File: src/rtl/status_pkg.sv
// Shared types and helpers for the status-LED arbiter and its tick generator.
package status_pkg;

  localparam int unsigned LED_W   = 3;
  localparam int unsigned MAX_REQ = 8;

  typedef enum logic {
    ST_IDLE = 1'b0,
    ST_SHOW = 1'b1
  } state_e;

  typedef struct packed {
    logic       valid;
    logic [2:0] idx;
  } sel_t;

  // Lowest set bit wins; the loop runs high-to-low so the last hit is the lowest index.
  function automatic sel_t lowest_set(input logic [MAX_REQ-1:0] vec);
    sel_t s;
    s = '0;
    for (int unsigned i = MAX_REQ; i > 0; i--) begin
      if (vec[i-1]) begin
        s.valid = 1'b1;
        s.idx   = 3'(i - 1);
      end
    end
    return s;
  endfunction

endpackage

File: src/rtl/tick_gen.sv
// Free-running prescaler producing a slow tick and an 8-bit tick counter.
module tick_gen #(
  parameter int unsigned PRESCALE_BITS = 22
) (
  input  logic       input_clk,
  input  logic       reset,
  output logic       tick,
  output logic [7:0] tick_cnt
);

  logic [PRESCALE_BITS-1:0] prescaler_q, prescaler_d;
  logic [7:0]               tick_cnt_q, tick_cnt_d;

  always_comb begin
    tick        = &prescaler_q;
    prescaler_d = prescaler_q + PRESCALE_BITS'(1);
    tick_cnt_d  = tick ? tick_cnt_q + 8'd1 : tick_cnt_q;
  end

  always_ff @(posedge input_clk) begin
    if (reset) begin
      prescaler_q <= '0;
      tick_cnt_q  <= '0;
    end else begin
      prescaler_q <= prescaler_d;
      tick_cnt_q  <= tick_cnt_d;
    end
  end

  assign tick_cnt = tick_cnt_q;

endmodule

File: src/rtl/led_status_arbiter.sv
// Fixed-priority arbiter sharing three active-low status LEDs among requesters,
// with a minimum grant hold, optional blink and an idle heartbeat.
module led_status_arbiter
  import status_pkg::*;
#(
  parameter int unsigned NUM_REQ       = 4,
  parameter int unsigned PRESCALE_BITS = 22,
  parameter int unsigned HOLD_TICKS    = 8,
  parameter int unsigned BLINK_SHIFT   = 1
) (
  input  logic                     input_clk,
  input  logic                     reset,
  input  logic [NUM_REQ-1:0]       req,
  input  logic [LED_W*NUM_REQ-1:0] req_pattern,
  input  logic [NUM_REQ-1:0]       req_blink,
  output logic [NUM_REQ-1:0]       grant,
  output logic [LED_W-1:0]         leds
);

  localparam int unsigned OW = (NUM_REQ > 1) ? $clog2(NUM_REQ) : 1;
  localparam int unsigned HW = $clog2(HOLD_TICKS + 1);

  logic             tick;
  logic [7:0]       tick_cnt;
  logic             tick_cnt_unused;

  state_e           state_q, state_d;
  logic [OW-1:0]    owner_q, owner_d;
  logic [HW-1:0]    hold_q, hold_d;
  logic [LED_W-1:0] pattern_q, pattern_d;
  logic             blink_q, blink_d;

  logic [LED_W-1:0]   pat_arr [NUM_REQ];
  logic [MAX_REQ-1:0] req_ext;
  sel_t               sel;
  logic [OW-1:0]      new_owner;
  logic               take;
  logic               hold_ok;

  tick_gen #(
    .PRESCALE_BITS(PRESCALE_BITS)
  ) u_tick_gen (
    .input_clk(input_clk),
    .reset    (reset),
    .tick     (tick),
    .tick_cnt (tick_cnt)
  );

  assign tick_cnt_unused = ^tick_cnt;

  always_comb begin
    for (int unsigned i = 0; i < NUM_REQ; i++) begin
      pat_arr[i] = req_pattern[LED_W*i +: LED_W];
    end
    req_ext              = '0;
    req_ext[NUM_REQ-1:0] = req;
    sel                  = lowest_set(req_ext);
  end

  // Preemption (a) and hand-over (b) collapse into "lowest active index differs
  // from owner": if the owner still requests, any different lowest index is higher priority.
  always_comb begin
    state_d   = state_q;
    owner_d   = owner_q;
    hold_d    = hold_q;
    pattern_d = pattern_q;
    blink_d   = blink_q;
    new_owner = OW'(sel.idx);
    take      = 1'b0;
    hold_ok   = (hold_q == HW'(HOLD_TICKS));

    if (state_q == ST_IDLE) begin
      take = sel.valid;
    end else begin
      if (req[owner_q]) begin
        pattern_d = pat_arr[owner_q];
        blink_d   = req_blink[owner_q];
      end
      if (tick && !hold_ok) begin
        hold_d = hold_q + HW'(1);
      end
      if (hold_ok) begin
        if (!sel.valid) begin
          state_d = ST_IDLE;
        end else if (new_owner != owner_q) begin
          take = 1'b1;
        end
      end
    end

    if (take) begin
      state_d   = ST_SHOW;
      owner_d   = new_owner;
      hold_d    = '0;
      pattern_d = pat_arr[new_owner];
      blink_d   = req_blink[new_owner];
    end
  end

  always_ff @(posedge input_clk) begin
    if (reset) begin
      state_q   <= ST_IDLE;
      owner_q   <= '0;
      hold_q    <= '0;
      pattern_q <= '0;
      blink_q   <= 1'b0;
    end else begin
      state_q   <= state_d;
      owner_q   <= owner_d;
      hold_q    <= hold_d;
      pattern_q <= pattern_d;
      blink_q   <= blink_d;
    end
  end

  always_comb begin
    grant = '0;
    if (state_q == ST_SHOW) begin
      grant[owner_q] = 1'b1;
      leds = ~(pattern_q & {LED_W{~blink_q | tick_cnt[BLINK_SHIFT]}});
    end else begin
      leds = ~tick_cnt[7:5];
    end
  end

endmodule
File: config.mk
export PLATFORM = sky130hd
export DESIGN_NAME = led_status_arbiter
export DESIGN_NICKNAME = d
export VERILOG_FILES = /design/src/rtl/status_pkg.sv /design/src/rtl/tick_gen.sv /design/src/rtl/led_status_arbiter.sv
export SDC_FILE = /design/constraint.sdc
export NUM_CORES = 1
export LEC_CHECK = 0
export ABC_AREA = 0
export BUFFER_PORTS_ARGS = -buffer_cell sky130_fd_sc_hd__buf_2
export CAP_MARGIN = 20
export CORE_MARGIN = 3
export CORE_UTILIZATION = 45
export CTS_CLUSTER_SIZE = 30
export DETAILED_ROUTE_END_ITERATION = 8
export PLACE_DENSITY = 0.67
export SLEW_MARGIN = 10
export SYNTH_ARGS = -nofsm -noshare
export SYNTH_HDL_FRONTEND = slang
export SYNTH_SLANG_ARGS = --single-unit
export TNS_END_PERCENT = 30
File: constraint.sdc
create_clock -name input_clk -period 2.09 [get_ports input_clk]
set_input_delay 0.209 -clock input_clk [delete_from_list [all_inputs] [get_ports input_clk]]
set_output_delay 0.209 -clock input_clk [all_outputs]
set_load 0.02 [all_outputs]
==> impl_metrics.json, run 1 <==
{
  "fin_nets": 304,
  "cp-end-kind": "flop",
  "leakagePower_nw": 0.934,
  "dr.max_layer_used": "met4",
  "grt_overflow": 0,
  "yosysSeqAreaShare": 0.375,
  "wl_met3_um": 146,
  "cap_violations": 0,
  "wl_met1_um": 2150,
  "cts_max_path_buffers": 2,
  "root_buffer": "clkbuf_8",
  "final_max_slew_viol_count": 0,
  "gp_congestion": 0.744,
  "insertion_delay_ns": 0.29,
  "worst_pin_slew_ns": 0.677,
  "worstHoldPathType": "primary input to flop",
  "syn-num-nets": 272,
  "final_hold_viol_count": 0,
  "row_count": 24,
  "finalNonFillerCells": 344,
  "die_area_um2": 5740,
  "rsz0062_at_grt": "false",
  "wl_met2_um": 1960,
  "drc": 0,
  "area_growth_syn_to_layout_pct": 17.4,
  "dp.final_hpwl_um": 3240,
  "final.setup_skew_ns": 0.00734,
  "drt_pass1_iterations": 4,
  "ys_ff_latch": 41,
  "drive_gt1_frac": 0.219,
  "grt_max_degree": 23,
  "syn_area_um2": 2190,
  "syn-instance-count": 246,
  "start_kind": "flop",
  "period_share": 0.930,
  "coreArea_um2": 4530,
  "h-tree-depth": 2,
  "fin_crit_ns": 1.94,
  "cts_buffers": 5,
  "postRouteAntennaNets": 0,
  "rr_worst_depth": 7,
  "place_inst": 336,
  "grt_pass1_vias": 1734,
  "drt_wl_total_um": 4310,
  "max_slew_margin": 0.544,
  "antenna_found_initial": 0,
  "grt_pass1_wl_um": 7630,
  "vias": 1825,
  "peakVddDrop_uv": 406,
  "cts_setup_buffers": 0,
  "nFillCells": 426,
  "p_per_area_nw_per_um2": 668,
  "wire_per_inst_um": 12.5,
  "arrival_ns": 2.16,
  "fp.dieH_um": 75.7,
  "crit_type": "flop to flop",
  "fmax_mhz": 515,
  "first_iter_violations": 74,
  "antenna_cells": 0,
  "synth.distinct_cells": 41,
  "yosys_warnings": 0,
  "io_buffers": 28,
  "outcome": "finished clean",
  "critPathRequiredTime_ns": 2.31,
  "synth.avg_cell_area_um2": 8.90,
  "cts_tree": "done",
  "fin_setup_tns_ns": 0,
  "start_util": 0.483,
  "die_w_um": 75.7,
  "vias_per_cell": 5.31,
  "cts.clk_slew.worst_paths_ns": 0.08,
  "setup_viol": 0,
  "track_usage": 0.171,
  "worstPathMaxFanout": 4,
  "holdPathStages": 3,
  "cts_sinks": 41,
  "io_pins": 29
}
==> timing repair <==
action                                 in CTS  in global routing
setup endpoints to repair                   0                  1
resized for setup                           0                  2
hold buffers                                0                  0
endpoints found under the hold margin       0                  0
==> worst max-delay path, cell delays in order, from the launching register on <==
cell	delay [ns]
dfxtp_1	0.40
inv_1	0.06
ha_1	0.20
nand3b_1	0.10
nand2_1	0.07
or4_1	0.54
or3_1	0.36
a21oi_1	0.14
==> stage by stage <==
step | utilization | area (um2) | hold WS (ns) | power (mW) | worst slack [ns]
floorplan | - | 2190 | 0.389 | 0.939 | 0.109
finish | 0.567 | 2570 | 0.271 | 1.72 | 0.147
global route | 0.567 | 2570 | 0.290 | 1.79 | 0.00275
global placement | 0.536 | 2430 | 0.443 | 0.993 | 0.179
CTS | 0.565 | 2560 | 0.262 | 1.74 | 0.0782
detailed placement | 0.536 | 2430 | 0.448 | 0.996 | 0.126
==> cell usage in the layout (no fill, tap or decap), drive strengths merged, types with 3 or more instances in the layout <==
| cell type | instances |
|---|---|
| nand3 | 8 |
| nand2 | 16 |
| dfxtp | 41 |
| nor2b | 5 |
| buf | 38 |
| o21ai | 10 |
| clkbuf | 5 |
| mux2i | 5 |
| or2 | 3 |
| or4 | 4 |
| nor4 | 3 |
| nor3 | 8 |
| nand4 | 7 |
| xor2 | 7 |
| or3 | 6 |
| mux4 | 9 |
| ha | 4 |
| xnor2 | 16 |
| a21oi | 9 |
| a31oi | 4 |
| inv | 9 |
| a211oi | 4 |
| nor2 | 33 |
| nand2b | 5 |
==> Yosys cell counts <==
library cell,number,area (um2)
a221oi_1,1,8.76
o2111ai_1,1,8.76
o22ai_1,1,6.26
or4_1,4,30.0
and4_4,1,11.3
a31oi_1,4,25.0
nand2_1,16,60.1
buf_1,4,15.0
a32o_1,1,10.0
or2_2,2,12.5
a21oi_1,9,45.0
clkbuf_1,5,18.8
xor2_1,7,61.3
nand2b_1,5,31.3
and3b_1,1,8.76
inv_1,9,33.8
mux4_2,9,203
a21o_1,2,15.0
ha_1,4,50.1
o21ai_0,10,50.1
o31ai_1,1,7.51
nor2b_1,5,31.3
nand4_1,6,37.5
nand3_1,8,40.0
nand4_4,1,21.3
and2_1,2,12.5
nor3b_1,2,15.0
or2_1,1,6.26
nor2_1,33,124
buf_2,3,15.0
dfxtp_1,41,821
mux2i_1,5,50.1
and3_1,2,12.5
buf_4,1,7.51
a211oi_1,4,30.0
or3_1,6,37.5
nor3_1,8,40.0
and4_1,1,8.76
nor4_1,3,18.8
xnor2_1,16,140
nand3b_1,1,7.51
==> cell type report <==
cell class	count	area, um2	share of cell area
Clock inverter	3	65.1	0.0253
Tap cell	65	81.3	0.0317
Multi-Input combinational cell	183	1280	0.499
Sequential cell	41	822	0.320
Clock buffer	5	68.8	0.0268
Timing Repair Buffer	38	215	0.0838
Inverter	9	33.8	0.0132
==> cell families after synthesis <==
group           Yosys count  synth area share
xor+xnor                 23            0.0921
compound gates           34            0.0943
buf+inv                  22            0.0412
mux                      14             0.115
simple gates            108             0.259
flops                    41             0.375
fa+ha+maj                 4            0.0229
==> flip-flops by register name (all words and copies together) (netlist names) <==
signal,cells
owner_q,2
hold_q,4
u_tick_gen.prescaler_q,22
u_tick_gen.tick_cnt,8
blink_q,1
pattern_q,3
state_q,1
==> where the power goes <==
part | internal, mW | switching, mW
registers | 0.797 | 0.0132
logic | 0.0826 | 0.0847
clock network | 0.474 | 0.265
==> final timing paths <==
kind         slack, ns                       from                         to
max               0.15                  hold_q[0]                  hold_q[3]
min               0.27                     req[3]                    state_q
max reg2reg       0.15                  hold_q[0]                  hold_q[3]
min reg2reg       0.43  u_tick_gen.prescaler_q[0]  u_tick_gen.prescaler_q[0]
==> metal layers <==
metal,up-vias,global-route usage
met5,-,0
met4,0,0.0505
met3,7,0.0462
met2,28,0.272
met1,853,0.229
li1,937,-
No activity file was read; power rests on OpenSTA's default activity.
==> inputs of run 2 (changes only) <==
- CELL_PAD_IN_SITES_DETAIL_PLACEMENT: not set -> 1
- CELL_PAD_IN_SITES_GLOBAL_PLACEMENT: not set -> 1
- CORE_UTILIZATION: 45 -> 39
- PLACE_DENSITY: 0.67 -> not set
- PLACE_DENSITY_LB_ADDON: not set -> 0.1
==> impl_metrics.json, run 2 (synthesis results as in run 1) <==
{
  "track_usage": 0.159,
  "io_pins": 29,
  "final_hold_viol_count": 0,
  "final_cell_mix": "dfxtp_1 (41), nor2_1 (33), buf_2 (28)",
  "h-tree-depth": 2,
  "cts_tree": "done",
  "row_count": 26,
  "worstHoldPathType": "primary input to flop",
  "first_iter_violations": 54,
  "start_kind": "flop",
  "fin_ws_ns": 0.115,
  "area_growth_syn_to_layout_pct": 17.5,
  "final.setup_skew_ns": 0.00120,
  "arrival_ns": 2.20,
  "root_buffer": "clkbuf_8",
  "grt_pass1_vias": 1859,
  "io_buffers": 28,
  "fp.dieH_um": 80.9,
  "max_slew_margin": 0.559,
  "final_max_slew_viol_count": 0,
  "insertion_delay_ns": 0.28,
  "final_util": 0.488,
  "coreArea_um2": 5270,
  "dpl_worst_slack_ns": 0.106,
  "outcome": "finished clean",
  "postRouteAntennaNets": 0,
  "peakVddDrop_uv": 247,
  "worstPathMaxFanout": 4,
  "antenna_cells": 0,
  "ctsHoldBuffers": 0,
  "drive_gt1_frac": 0.230,
  "worst_pin_slew_ns": 0.655,
  "period_share": 0.945,
  "cts.clk_slew.worst_paths_ns": 0.08,
  "grt_pass1_wl_um": 8190,
  "cts_sinks": 41,
  "wire_per_inst_um": 13.2,
  "rsz0062_at_grt": "false",
  "critPathRequiredTime_ns": 2.31,
  "dp.final_hpwl_um": 3540,
  "die_w_um": 80.9,
  "cap_violations": 0,
  "largest_register_ffs": 22,
  "antenna_found_initial": 0,
  "cts_max_path_buffers": 2,
  "fmax_mhz": 506,
  "cp-end-kind": "flop",
  "start_util": 0.415,
  "crit_type": "flop to flop",
  "grt_max_degree": 28,
  "drt_pass1_iterations": 4,
  "layout_commonest_cell": "dfxtp_1",
  "drc": 0,
  "design_area_um2": 2570,
  "die_area_um2": 6550,
  "gp_congestion": 0.714,
  "fin_nets": 308,
  "power.total_mw": 1.54,
  "fin_setup_tns_ns": 0,
  "fin_crit_ns": 1.98,
  "cts_buffers": 5,
  "vias": 1843,
  "grt_overflow": 0,
  "vias_per_cell": 5.22,
  "p_per_area_nw_per_um2": 599,
  "drt_wl_total_um": 4650,
  "leakagePower_nw": 0.945,
  "setup_viol": 0,
  "dpl-instance-area_um2": 2460,
  "regMostFlops": "u_tick_gen.prescaler_q"
}
-- run 2: power breakdown --
group / switching (mW) / total, mW / internal (mW) / leakage (nW)
combinational: 0.0878 / 0.171 / 0.0830 / 0.558
sequential: 0.0102 / 0.807 / 0.797 / 0.332
clock: 0.265 / 0.563 / 0.299 / 0.0542
-- run 2: final cells by class --
cell class / count / area, um2
repair buffers: 42 / 245
well taps: 70 / 87.6
clock buffers: 7 / 96.3
multi-input cells: 183 / 1280
fillers: 668 / 2700
clock inverters: 1 / 5.00
flip-flops and latches: 41 / 821
inverters: 9 / 33.8
-- run 2: routing by layer --
metal	GRT usage	part of all wire	up-vias	wire, um
met5	0	0	-	0
li1	-	-	941	-
met4	0.0507	0.012	0	55
met2	0.271	0.47	32	2180
met3	0.0421	0.045	5	210
met1	0.195	0.47	865	2200
-- run 2: final timing paths --
kind / start / endpoint / depth (start not counted) / slack, ns
setup / recovery: u_tick_gen.prescaler_q[0] / hold_q[3] / 6 / 0.11
hold / removal: req[3] / state_q / 3 / 0.28
setup reg to reg: u_tick_gen.prescaler_q[0] / hold_q[3] / 6 / 0.11
hold reg to reg: u_tick_gen.prescaler_q[21] / u_tick_gen.prescaler_q[21] / 2 / 0.49
-- run 2: worst max-delay path: stages, from the launching register on --
cell,delay [ns]
dfxtp_1,0.38
ha_1,0.20
and3_2,0.23
nand4_4,0.10
or4_1,0.52
or3_1,0.36
a21oi_1,0.13
-- run 2: per-stage QoR --
stage | instances | hold slack (ns)
2_1_floorplan | 246 | 0.389
3_3_place_gp | 345 | 0.444
3_5_place_dp | 345 | 0.464
4_1_cts | 353 | 0.274
5_1_grt | 353 | 0.278
6_report | 353 | 0.281
-- run 2: what timing repair did --
item                                    4_1_cts  5_1_grt
gates resized for setup                       0        2
endpoints found under the setup margin        0        3
buffers inserted                              0        0
==> inputs of run 3 (changes only) <==
- CORE_UTILIZATION: 39 -> 40
- SYNTH_HIERARCHICAL: not set -> 1
==> impl_metrics.json, run 3 <==
{
  "track_usage": 0.183,
  "final_max_slew_viol_count": 0,
  "max_stage_delay_ns": 0.50,
  "grt_overflow": 0,
  "yosysTopAreaCellShare": 0.352,
  "regToRegSetupSlack_ns": 0.08,
  "p_clk_frac": 0.438,
  "fin_crit_ns": 2.01,
  "drt_wl_total_um": 5990,
  "fmax_mhz": 498,
  "yosysTopAreaCell": "dfxtp_1",
  "vias_per_cell": 5.76,
  "final_cell_mix": "dfxtp_1 (41), buf_2 (28), a21oi_1 (21)",
  "layout_commonest_cell": "dfxtp_1",
  "h-tree-depth": 2,
  "crit_slowest_cell": "or4_1",
  "first_iter_violations": 59,
  "final_hold_viol_count": 0,
  "dp.final_hpwl_um": 4320,
  "cts_tree": "done",
  "synthFlopType": "dfxtp_1",
  "switching_share": 0.226,
  "yosys_warnings": 6,
  "cts.clk_slew.worst_paths_ns": 0.09,
  "leakagePower_nw": 1.05,
  "place_inst": 355,
  "worst_pin_slew_ns": 0.475,
  "root_buffer": "clkbuf_8",
  "final.setup_skew_ns": 0.00858,
  "p_switching_mw": 0.401,
  "syn-instance-count": 253,
  "yosysSeqAreaShare": 0.352,
  "vias": 2101,
  "crit_chain": "ha_4, nand3_2, or3_4, buf_12, or4_1, a21oi_1",
  "antenna_found_initial": 0,
  "p_comb_frac": 0.104,
  "syn-num-nets": 279,
  "regMostFlops": "u_tick_gen/prescaler_q",
  "cp-end-kind": "flop",
  "setup_viol": 0,
  "synth_edf_count": 0,
  "cts_sinks": 41,
  "synth.avg_cell_area_um2": 9.22,
  "grt_max_degree": 24,
  "outcome": "finished clean",
  "grt_pass1_vias": 2071,
  "fin_nets": 318,
  "worstPathMaxFanout": 7,
  "antenna_cells": 0,
  "io_buffers": 28,
  "die_area_um2": 6790,
  "p_per_area_nw_per_um2": 633,
  "postRouteAntennaNets": 0,
  "synthTopCellsByCount": "dfxtp_1 (41), a21oi_1 (21), nor2_1 (20)",
  "drt_pass1_iterations": 4,
  "async_flop_share": 0,
  "wire_per_inst_um": 16.4,
  "worstHoldPathType": "primary input to flop",
  "largest_register_ffs": 22,
  "start_util": 0.419,
  "insertion_delay_ns": 0.29,
  "ctsHoldBuffers": 0,
  "rsz0062_at_grt": "false",
  "ys_top_cells_by_area": "dfxtp_1 (35%), mux4_1 (5.6%), a21oi_1 (4.5%), mux4_2 (3.9%), nor2_1 (3.2%)",
  "period_share": 0.961,
  "synth.distinct_cells": 46,
  "start_kind": "flop",
  "yosysMostFrequentCell": "dfxtp_1",
  "area_growth_syn_to_layout_pct": 19.9,
  "p_int_mw": 1.37,
  "fp.dieH_um": 82.4,
  "drc": 0,
  "final_util": 0.502,
  "die_w_um": 82.4,
  "finalNonFillerCells": 365,
  "fin_setup_tns_ns": 0,
  "syn_area_um2": 2330,
  "cts_buffers": 5,
  "crit_type": "flop to flop",
  "ys_ff_latch": 41,
  "sequentialPowerShare": 0.458,
  "peakVddDrop_uv": 278,
  "fin_ws_ns": 0.0817,
  "dpl_worst_slack_ns": 0.0877,
  "grt_pass1_wl_um": 9750,
  "critPathRequiredTime_ns": 2.31,
  "gp_congestion": 0.746,
  "max_slew_margin": 0.683,
  "drive_gt1_frac": 0.253,
  "coreArea_um2": 5570,
  "cts_max_path_buffers": 2,
  "cap_violations": 0,
  "row_count": 27,
  "arrival_ns": 2.23,
  "io_pins": 29
}
run 3: final cells by class:
type	instances	area (um2)
fillers	675	2780
multi-input cells	192	1440
flip-flops and latches	41	821
repair buffers	45	280
well taps	72	90.1
clock buffers	5	68.8
clock inverters	3	68.8
inverters	7	26.3
run 3: worst paths after layout:
kind / to / depth (start not counted) / start
worst max-delay path: u_tick_gen/tick_cnt[5] / 6 / u_tick_gen/prescaler_q[0]
worst min-delay path: u_tick_gen/tick_cnt[6] / 2 / reset
worst max register to register: u_tick_gen/tick_cnt[5] / 6 / u_tick_gen/prescaler_q[0]
worst min register to register: u_tick_gen/prescaler_q[0] / 1 / u_tick_gen/prescaler_q[0]
run 3: what timing repair did:
item                                   CTS  global route
gates resized for setup                  0             4
setup endpoints to repair                0             3
buffers inserted                         0             1
endpoints found under the hold margin    0             0
run 3: metrics by stage:
stage | hold slack [ns] | power, mW | cell area, um2
after global routing | 0.387 | 1.85 | 2800
final | 0.370 | 1.77 | 2800
after detailed placement | 0.438 | 1.01 | 2620
after global placement | 0.428 | 1.01 | 2620
after floorplan | 0.386 | 0.944 | 2340
after CTS | 0.369 | 1.79 | 2750
run 3: critical path: cells and delay by family, from the launching register on:
| kind | cells | cell delay (ns) |
|---|---|---|
| flops | 1 | 0.40 |
| simple gates | 3 | 1.06 |
| buf+inv | 1 | 0.15 |
| fa+ha+maj | 1 | 0.18 |
| compound gates | 1 | 0.14 |
run 3: cells by family (layout without fill, tap and decap cells):
| group | after synthesis | count (layout) | synth area share |
|---|---|---|---|
| buf+inv | 21 | 60 | 0.0440 |
| compound gates | 52 | 52 | 0.143 |
| xor+xnor | 14 | 14 | 0.0525 |
| fa+ha+maj | 4 | 4 | 0.0214 |
| simple gates | 105 | 106 | 0.260 |
| mux | 16 | 16 | 0.128 |
| flops | 41 | 41 | 0.352 |
run 3: power by group through the flow:
stage / clock, mW / combinational, mW / sequential [mW]
2_1_floorplan: 0 / 0.121 / 0.823
3_5_place_dp: 0 / 0.184 / 0.828
4_1_cts: 0.791 / 0.185 / 0.809
5_1_grt: 0.827 / 0.206 / 0.813
3_3_place_gp: 0 / 0.181 / 0.828
6_report: 0.776 / 0.185 / 0.811
run 3: per-layer routing:
| metal | global-route usage | vias to the layer above | wire [um] |
|---|---|---|---|
| li1 | - | 1038 | - |
| met5 | 0 | - | 0 |
| met3 | 0.0325 | 4 | 131 |
| met2 | 0.304 | 24 | 2950 |
| met1 | 0.246 | 1035 | 2860 |
| met4 | 0.0432 | 0 | 48 |
